===== config.mk =====
export PLATFORM = sky130hd
export DESIGN_NAME = laser_cover_eval
export DESIGN_NICKNAME = d
export VERILOG_FILES = /design/src/rtl/laser_cover_eval.sv
export SDC_FILE = /design/constraint.sdc
export NUM_CORES = 1
export LEC_CHECK = 0
export CAP_MARGIN = 20
export CORE_MARGIN = 4
export CORE_UTILIZATION = 50
export DETAILED_ROUTE_END_ITERATION = 8
export PLACE_DENSITY_LB_ADDON = 0.08
export SLEW_MARGIN = 5
export SYNTH_ARGS = -nofsm -noshare
export SYNTH_HDL_FRONTEND = slang
export SYNTH_SLANG_ARGS = --single-unit

===== constraint.sdc =====
create_clock -name CLK -period 10.8 [get_ports CLK]
set_input_delay 2.16 -clock CLK [delete_from_list [all_inputs] [get_ports CLK]]
set_output_delay 2.16 -clock CLK [all_outputs]
set_load 0.01 [all_outputs]

===== src/rtl/laser_cover_eval.sv =====
// rtl/laser_cover_eval.sv - two-circle laser placement coverage scorer with ping-pong point capture
module laser_cover_eval #(
    parameter int N_PTS     = 40,
    parameter int RADIUS_SQ = 16,
    parameter int CNT_W     = 6
) (
    input  logic             CLK,
    input  logic             RST,
    input  logic             IN_VALID,
    input  logic [3:0]       X,
    input  logic [3:0]       Y,
    input  logic             DONE_IN,
    input  logic [3:0]       C1X,
    input  logic [3:0]       C1Y,
    input  logic [3:0]       C2X,
    input  logic [3:0]       C2Y,
    output logic             RPT_VALID,
    output logic [CNT_W-1:0] C1_CNT,
    output logic [CNT_W-1:0] C2_CNT,
    output logic [CNT_W-1:0] UNION_CNT,
    output logic [CNT_W-1:0] PTS_CNT,
    output logic             ERR,
    output logic             DROP,
    output logic             BUSY
);

    localparam logic [CNT_W-1:0] FULL = CNT_W'(N_PTS);

    typedef enum logic [1:0] {
        S_IDLE   = 2'd0,
        S_EVAL   = 2'd1,
        S_REPORT = 2'd2
    } state_t;

    state_t state_q, state_d;

    // Two frame banks; each entry packs {x, y}.
    logic [7:0]       mem_q [2][N_PTS];
    logic             cap_bank_q;
    logic             eval_bank_q;
    logic [CNT_W-1:0] cap_idx_q;
    logic [CNT_W-1:0] eval_idx_q;
    logic [CNT_W-1:0] eval_len_q;
    logic [3:0]       c1x_q, c1y_q, c2x_q, c2y_q;
    logic [CNT_W-1:0] acc1_q, acc2_q, accu_q;

    logic             rpt_valid_q;
    logic [CNT_W-1:0] c1_cnt_q, c2_cnt_q, union_cnt_q, pts_cnt_q;
    logic             err_q, drop_q, busy_q;

    logic             cap_wr;
    logic             done_acc;
    logic [CNT_W-1:0] frame_len;
    logic [7:0]       eval_pt;
    logic             hit1, hit2;
    logic             last_pt;

    // Absolute differences keep the distance unsigned so no wrap can fake a near point.
    function automatic logic covered(input logic [3:0] cx, input logic [3:0] cy,
                                     input logic [3:0] px, input logic [3:0] py);
        logic [3:0] dx, dy;
        logic [8:0] dx9, dy9, sum;
        dx  = (cx > px) ? (cx - px) : (px - cx);
        dy  = (cy > py) ? (cy - py) : (py - cy);
        dx9 = {5'd0, dx};
        dy9 = {5'd0, dy};
        sum = dx9 * dx9 + dy9 * dy9;
        return (sum <= 9'(RADIUS_SQ));
    endfunction

    // Capture and evaluation strobes; a point arriving with DONE still counts toward the closing frame.
    always_comb begin
        cap_wr    = IN_VALID && (cap_idx_q < FULL);
        done_acc  = DONE_IN && (state_q == S_IDLE);
        frame_len = cap_idx_q + CNT_W'(cap_wr);
        eval_pt   = mem_q[eval_bank_q][eval_idx_q];
        hit1      = covered(c1x_q, c1y_q, eval_pt[7:4], eval_pt[3:0]);
        hit2      = covered(c2x_q, c2y_q, eval_pt[7:4], eval_pt[3:0]);
        last_pt   = ((eval_idx_q + CNT_W'(1)) == eval_len_q);
    end

    // Next-state logic; an empty frame skips straight to its report.
    always_comb begin
        state_d = state_q;
        case (state_q)
            S_IDLE: begin
                if (done_acc) begin
                    state_d = (frame_len == '0) ? S_REPORT : S_EVAL;
                end
            end
            S_EVAL: begin
                if (last_pt) begin
                    state_d = S_REPORT;
                end
            end
            S_REPORT: state_d = S_IDLE;
            default:  state_d = S_IDLE;
        endcase
    end

    // Point storage write port; contents are don't-care after reset.
    always_ff @(posedge CLK) begin
        if (cap_wr) begin
            mem_q[cap_bank_q][cap_idx_q] <= {X, Y};
        end
    end

    // Control, capture indexing, accumulation and report registers.
    always_ff @(posedge CLK) begin
        if (RST) begin
            state_q     <= S_IDLE;
            cap_bank_q  <= 1'b0;
            eval_bank_q <= 1'b0;
            cap_idx_q   <= '0;
            eval_idx_q  <= '0;
            eval_len_q  <= '0;
            c1x_q       <= '0;
            c1y_q       <= '0;
            c2x_q       <= '0;
            c2y_q       <= '0;
            acc1_q      <= '0;
            acc2_q      <= '0;
            accu_q      <= '0;
            rpt_valid_q <= 1'b0;
            c1_cnt_q    <= '0;
            c2_cnt_q    <= '0;
            union_cnt_q <= '0;
            pts_cnt_q   <= '0;
            err_q       <= 1'b0;
            drop_q      <= 1'b0;
            busy_q      <= 1'b0;
        end else begin
            state_q     <= state_d;
            busy_q      <= (state_d != S_IDLE);
            drop_q      <= DONE_IN && (state_q != S_IDLE);
            rpt_valid_q <= (state_q == S_REPORT);

            if (done_acc) begin
                cap_idx_q  <= '0;
                cap_bank_q <= ~cap_bank_q;
            end else if (cap_wr) begin
                cap_idx_q  <= cap_idx_q + CNT_W'(1);
            end

            if (done_acc) begin
                c1x_q       <= C1X;
                c1y_q       <= C1Y;
                c2x_q       <= C2X;
                c2y_q       <= C2Y;
                eval_len_q  <= frame_len;
                eval_bank_q <= cap_bank_q;
                eval_idx_q  <= '0;
                acc1_q      <= '0;
                acc2_q      <= '0;
                accu_q      <= '0;
            end else if (state_q == S_EVAL) begin
                acc1_q     <= acc1_q + CNT_W'(hit1);
                acc2_q     <= acc2_q + CNT_W'(hit2);
                accu_q     <= accu_q + CNT_W'(hit1 | hit2);
                eval_idx_q <= eval_idx_q + CNT_W'(1);
            end

            if (state_q == S_REPORT) begin
                c1_cnt_q    <= acc1_q;
                c2_cnt_q    <= acc2_q;
                union_cnt_q <= accu_q;
                pts_cnt_q   <= eval_len_q;
                err_q       <= (eval_len_q != FULL);
            end
        end
    end

    assign RPT_VALID = rpt_valid_q;
    assign C1_CNT    = c1_cnt_q;
    assign C2_CNT    = c2_cnt_q;
    assign UNION_CNT = union_cnt_q;
    assign PTS_CNT   = pts_cnt_q;
    assign ERR       = err_q;
    assign DROP      = drop_q;
    assign BUSY      = busy_q;

endmodule


; ---- Word level (Yosys, flattened, before mapping)
; Memories as Yosys holds them, arrays and structs flattened. A register that Yosys moved wholly into a read port is not among the register bits.
; Cells that the tools add are included.
[word_totals]
ff_bits = 84
wordCells = 86
ram_bits = 640
mem_count = 1
latchBits = 0
mem_bits_ro = 0
[classes]
n_shift = 0
reduce_logical = 9
n_eq_ne = 4
n_lt_le_gt_ge = 10
bitwise = 4
add_sub_neg = 16
n_mux = 17
div = 0
n_mul = 4
[memory_table]
columns = memory, depth, width, read_ports, rd_ports_with_merged_regs, write_ports, line
row1 = mem_q, 2, 320, 1, 1, 1, 38  ; logic [7:0] mem_q [2][N_PTS];
[op_table]
columns = cell, count
row1 = 2-to-1 mux 320 bit, 1
row2 = binary-select mux 8 bit (select 6 bit), 1
row3 = demux 8 bit (select 6 bit), 1
row4 = multiplier 4 x 4 -> 8 bit, 4
row5 = subtractor 4 bit, 8
row6 = adder 6 x 1 -> 6 bit, 4
row7 = 2-to-1 mux 8 bit, 3
row8 = adder 8 x 8 -> 9 bit, 2
row9 = "less-or-equal comparator 9 x 5 -> 1 bit, second input constant", 2
row10 = > comparator 4 bit, 4
row11 = 2-to-1 mux 4 bit, 4
row12 = ">= comparator 7 bit, second input constant", 2
row13 = inverter 6 -> 7 bit, 2
row14 = "adder 6 x 1 -> 6 bit, second input constant", 2
row15 = "< comparator 7 x 1 -> 1 bit, second input constant", 1
row16 = equality test 6 bit, 1
row17 = logical NOT 6 bit, 1
row18 = "< comparator 6 bit, second input constant", 1
row19 = 2-to-1 mux 2 bit, 3
row20 = "!= test 6 bit, second input constant", 1
row21 = logical AND 1 bit, 4
row22 = case mux 2 bit (2 select lines), 1
row23 = nonzero test 2 bit, 2
row24 = 2-to-1 mux 1 bit, 3
row25 = 6 further kinds, 6

; ---- Depth between registers and ports, before layout
[depth]
ltp_word = 11
ltp_mapped = 35

; ---- Worst setup path after synthesis
; OpenSTA, ideal clock, no wires.
[synth_timing]
path_type = reg2reg
start = register with a tool-made name
end = register accu_q[5]
arrival_time_ps = 7568
path_slack_ps = 3161
path_stages_with_launch = 31
required_time_ps = 10730
period_less_slack_ps = 7639
path_cell_list = dfxtp_1 buf_4 buf_6 buf_4 mux4_2 mux2i_1 mux2i_1 a22oi_1 o221ai_1 ha_1 nor2b_1 o21a_1 a211o_1 and3_1 or3_1 fa_1 fa_1 fa_1 inv_1 fa_1 ha_1 inv_1 fa_1 xor2_1 o21ai_0 a221oi_1 or2_2 ha_1 nand4_1 or3_1 a21oi_1
[synth_lines]
columns = item, line
row1 = to (signal assigned), 159  ; accu_q <= accu_q + CNT_W'(hit1 | hit2);
row2 = to (decl), 45  ; logic [CNT_W-1:0] acc1_q, acc2_q, accu_q;

; ---- Worst setup path after layout
[layout_timing]
start = register eval_idx_q[1]
end = register accu_q[5]
[layout_via]
elab_chain_cells = 11
[layout_lines]
columns = item, line
row1 = from (decl), 42  ; logic [CNT_W-1:0] eval_idx_q;
row2 = from (signal assigned), 160  ; eval_idx_q <= eval_idx_q + CNT_W'(1);
row3 = inverter 6 -> 7 bit (not written as such) *, 76  ; eval_pt = mem_q[eval_bank_q][eval_idx_q];
row4 = binary-select mux 8 bit (select 6 bit) *, 76
row5 = 2-to-1 mux 8 bit (not written as such) * (2 in a row), 76
row6 = "subtractor 4 bit, or another cell as far along", 63  ; dx = (cx > px) ? (cx - px) : (px - cx);
row7 = "2-to-1 mux 4 bit, on equally long branches", "63, 64"
row8 = multiplier 4 x 4 -> 8 bit, 67  ; sum = dx9 * dx9 + dy9 * dy9;
row9 = adder 8 x 8 -> 9 bit, 67
row10 = less-or-equal comparator 9 x 5 -> 1 bit, 68  ; return (sum <= 9'(RADIUS_SQ));
row11 = bitwise OR 1 bit *, 159
row12 = adder 6 x 1 -> 6 bit *, 159
; Mark *: on every way between the ends. The rest lies on a longest branch, timed or not. The select of a mux whose other input is x is not followed.
; A chain may end at the register's enable or synchronous reset.

==> impl_metrics.csv <==
group,metric,value,unit
hold_path,hold_class,"flip-flop to flip-flop",
timing,setup_ws,1.51,ns
route,antenna_left,0,
placement,dpl_cell_area,32300,sq um
synthesis,synthesis.instances,1877,
cts,clk-insertion-delay-late,0.63,ns
worst_setup_path,startpoint_type,"flip-flop",
placement,gp_congestion,0.822,
floorplan,start_util,50.8,%
synthesis,synth-simple-area-share,6.18,%
synthesis,synth_area,30900,sq um
run,maxCapViolCount,0,
route,wl,71.2,mm
timing,finalClockSkew,0.0288,ns
synthesis,synth_compound_area_share,4.91,%
floorplan,num_rows,90,
worst_setup_path,path_common_cell,"fa_1",
cts,hold_buffers,0,
route,drtPass1Iterations,5,
floorplan,die_h,257,microns
cells_and_area,nFillCells,4687,
route,first_iter_violations,1551,
timing,setup_tns,0,ns
synthesis,yosys.area.top_type,"edfxtp_1",
worst_setup_path,reg2reg_from,"eval_idx_q[1]",
grt,grt_pass1_vias,17200,
power_and_ir_drop,peakVddDrop,163,uV
cells_and_area,drive_above_1_share,16.1,%
cts,ctsHtreeMaxLevel,3,
worst_setup_path,r2r_cells,28,
synthesis,ys_ff_latch,725,
worst_setup_path,end_kind,"flip-flop",
synthesis,syn_nets,2009,
synthesis,synth_top_family_by_area,"multiplexers",
cells_and_area,multi_input_comb_area,9300,sq um
floorplan,io_pins,56,
power_and_ir_drop,powerDensity,207,nW/um^2
hold_path,hold_depth,2,
power_and_ir_drop,internal_power,5.23,mW
worst_setup_path,arrival,9.84,ns
synthesis,synth_adder_area_share,4.94,%
cells_and_area,nets,2085,
cts,cts_tree,"yes",
worst_setup_path,reg2reg_slack,1.51,ns
worst_setup_path,cp.required,11.35,ns
worst_setup_path,rr_endpoint,"accu_q[5]",
grt,grt_pass1_wl,108,mm
cells_and_area,area_growth,12.4,%
cells_and_area,fin_area,34700,sq um
cts,postCtsResizedCells,0,
hold_path,min-delay-start,"C2_CNT[5]",
grt,antenna_found_initial,1,
grt,grt_max_degree,81,
synthesis,yosysTopAreaCellShare,62.2,%
synthesis,synth_area_per_cell,16.5,sq um
route,vias_per_cell,5.97,
grt,grt_usage,21.8,%
timing,setup_viol,0,
timing,period_share,86.0,%
cells_and_area,diodes,0,
placement,numPortBuffers,55,
hold_path,whs_endpoint,"C2_CNT[5]",
power_and_ir_drop,clkPwrFrac,35.7,%
timing,fmax,0.108,GHz
placement,dp.final_hpwl,45.5,mm
floorplan,die_area,65900,sq um
route,drc,0,
cts,cts_buffers,76,
cts,root_buffer,"clkbuf_16",
floorplan,fp.coreArea,60800,sq um
power_and_ir_drop,p_comb_share,21.4,%
cells_and_area,seqCellArea,20900,sq um
route,wire_per_inst,25.5,microns
timing,tightest_slew,1.04,ns
synthesis,yosys-top-cells-area,"edfxtp_1, mux4_2, dfxtp_1",
synthesis,ys_async_sr_fraction,0,%
synthesis,yosysMostFrequentCell,"edfxtp_1",
cts,post-cts-setup-buffers,0,
grt,grt_overflow,0,
power_and_ir_drop,leakagePower,11.3,nW
synthesis,synthTopCellsByCount,"edfxtp_1, nand2_1, mux4_2",
synthesis,ys.flop_type,"edfxtp_1",
cts,path_clk_slew,0.06,ns
synthesis,synth_edf_count,640,
synthesis,ys_warn_count,0,
power_and_ir_drop,swShare,27.4,%
cts,clock_sinks,725,
synthesis,synthMuxAreaShare,13.1,%
synthesis,synth_cell_type_count,59,
timing,post-route-min-period,9.29,ns
outcome,status,"completed",
worst_setup_path,max_stage_delay,0.89,ns
floorplan,die_w,257,microns
cts,cts.path.max_buffers,3,
worst_setup_path,critPathKind,"flip-flop to flip-flop",
power_and_ir_drop,seqPwrFrac,42.9,%
timing,rsz0062_at_grt,"false",
worst_setup_path,critPathMaxFanout,51,
timing,drv_slew,0,
route,vias,16700,
worst_setup_path,crit_slowest_cell,"dfxtp_4",
power_and_ir_drop,p_sw,1.97,mW
placement,post-place-ws,1.54,ns
timing,maxSlewHeadroom,30.6,%
synthesis,yosysSeqAreaShare,67.7,%
synthesis,synth_xor_area_share,0.935,%
timing,finalHoldViolCount,0,
==> cell families after synthesis <==
| logic type | after synthesis |
|---|---|
| AO/OA/AOI/OAI | 232 |
| adder cells (fa/ha/maj) | 104 |
| buffers and inverters | 158 |
| multiplexers | 213 |
| AND/OR/NAND/NOR | 412 |
| flip-flops | 725 |
| XOR/XNOR | 33 |
==> state kept, by name, indices dropped and copies added, names as in the netlist, named ones only <==
register	flops
state_q	2
DROP	1
cap_bank_q	1
ERR	1
acc1_q	6
cap_idx_q	6
accu_q	6
c2x_q	4
c1y_q	4
RPT_VALID	1
eval_bank_q	1
c2y_q	4
BUSY	1
PTS_CNT	6
C2_CNT	6
c1x_q	4
UNION_CNT	6
acc2_q	6
mem_q	640
eval_len_q	6
eval_idx_q	6
C1_CNT	6
==> metrics by stage <==
stage	hold WS, ns	std cells	util [%]	total power, mW
after floorplan	0.437	1877	-	4.30
after global placement	0.442	2656	53.1	4.69
after detailed placement	0.446	2656	53.1	4.71
after CTS	0.454	2795	57.1	7.28
after global routing	0.473	2796	57.1	7.66
final	0.452	2796	57.1	7.20
==> layer usage <==
metal	wire, microns	GRT usage [%]	vias up
li1	-	-	7470
met1	31500	31.8	8602
met2	33300	34.2	497
met3	4220	3.97	131
met4	2150	6.65	0
met5	0	0	-
==> power groups by stage <==
stage / combinational, mW / clock [mW] / sequential, mW
2_1_floorplan: 1.17 / 0 / 3.14
3_3_place_gp: 1.54 / 0 / 3.15
3_5_place_dp: 1.56 / 0 / 3.15
4_1_cts: 1.58 / 2.62 / 3.09
5_1_grt: 1.82 / 2.75 / 3.09
6_report: 1.54 / 2.57 / 3.09
==> layout make-up <==
type,count,share of cell area (%)
Clock buffer,100,6.12
Sequential cell,725,60.2
Clock inverter,39,0.983
Timing Repair Buffer,88,2.34
Tap cell,782,2.82
Inverter,68,0.735
Multi-Input combinational cell,994,26.8
==> worst max-delay path by stage <==
stage                             start         to  cells past startpoint
after floorplan               flip-flop  accu_q[5]                     30
after global placement    eval_idx_q[1]  accu_q[5]                     29
after detailed placement  eval_idx_q[1]  accu_q[5]                     27
after CTS                 eval_idx_q[1]  accu_q[5]                     28
after global routing      eval_idx_q[1]  accu_q[5]                     28
final                     eval_idx_q[1]  accu_q[5]                     28
==> layout by cell type (no fill, tap or decap), types with 58 or more instances in the layout <==
cell type    n
inv_1       65
a21oi_1     73
nand2_1    160
ha_1        74
nor2_1     119
mux4_2     152
mux2i_1     58
dfxtp_1     81
clkbuf_16   79
edfxtp_1   640
==> worst max-delay path, delay by kind of cell (launching register included) <==
kind / cells / cell delay [ns]
flops: 1 / 0.89
simple gates: 6 / 2.08
fa+ha+maj: 8 / 3.19
buf+inv: 4 / 0.87
compound gates: 9 / 1.98
xor+xnor: 1 / 0.15
Power figures use the tool's default switching activity.
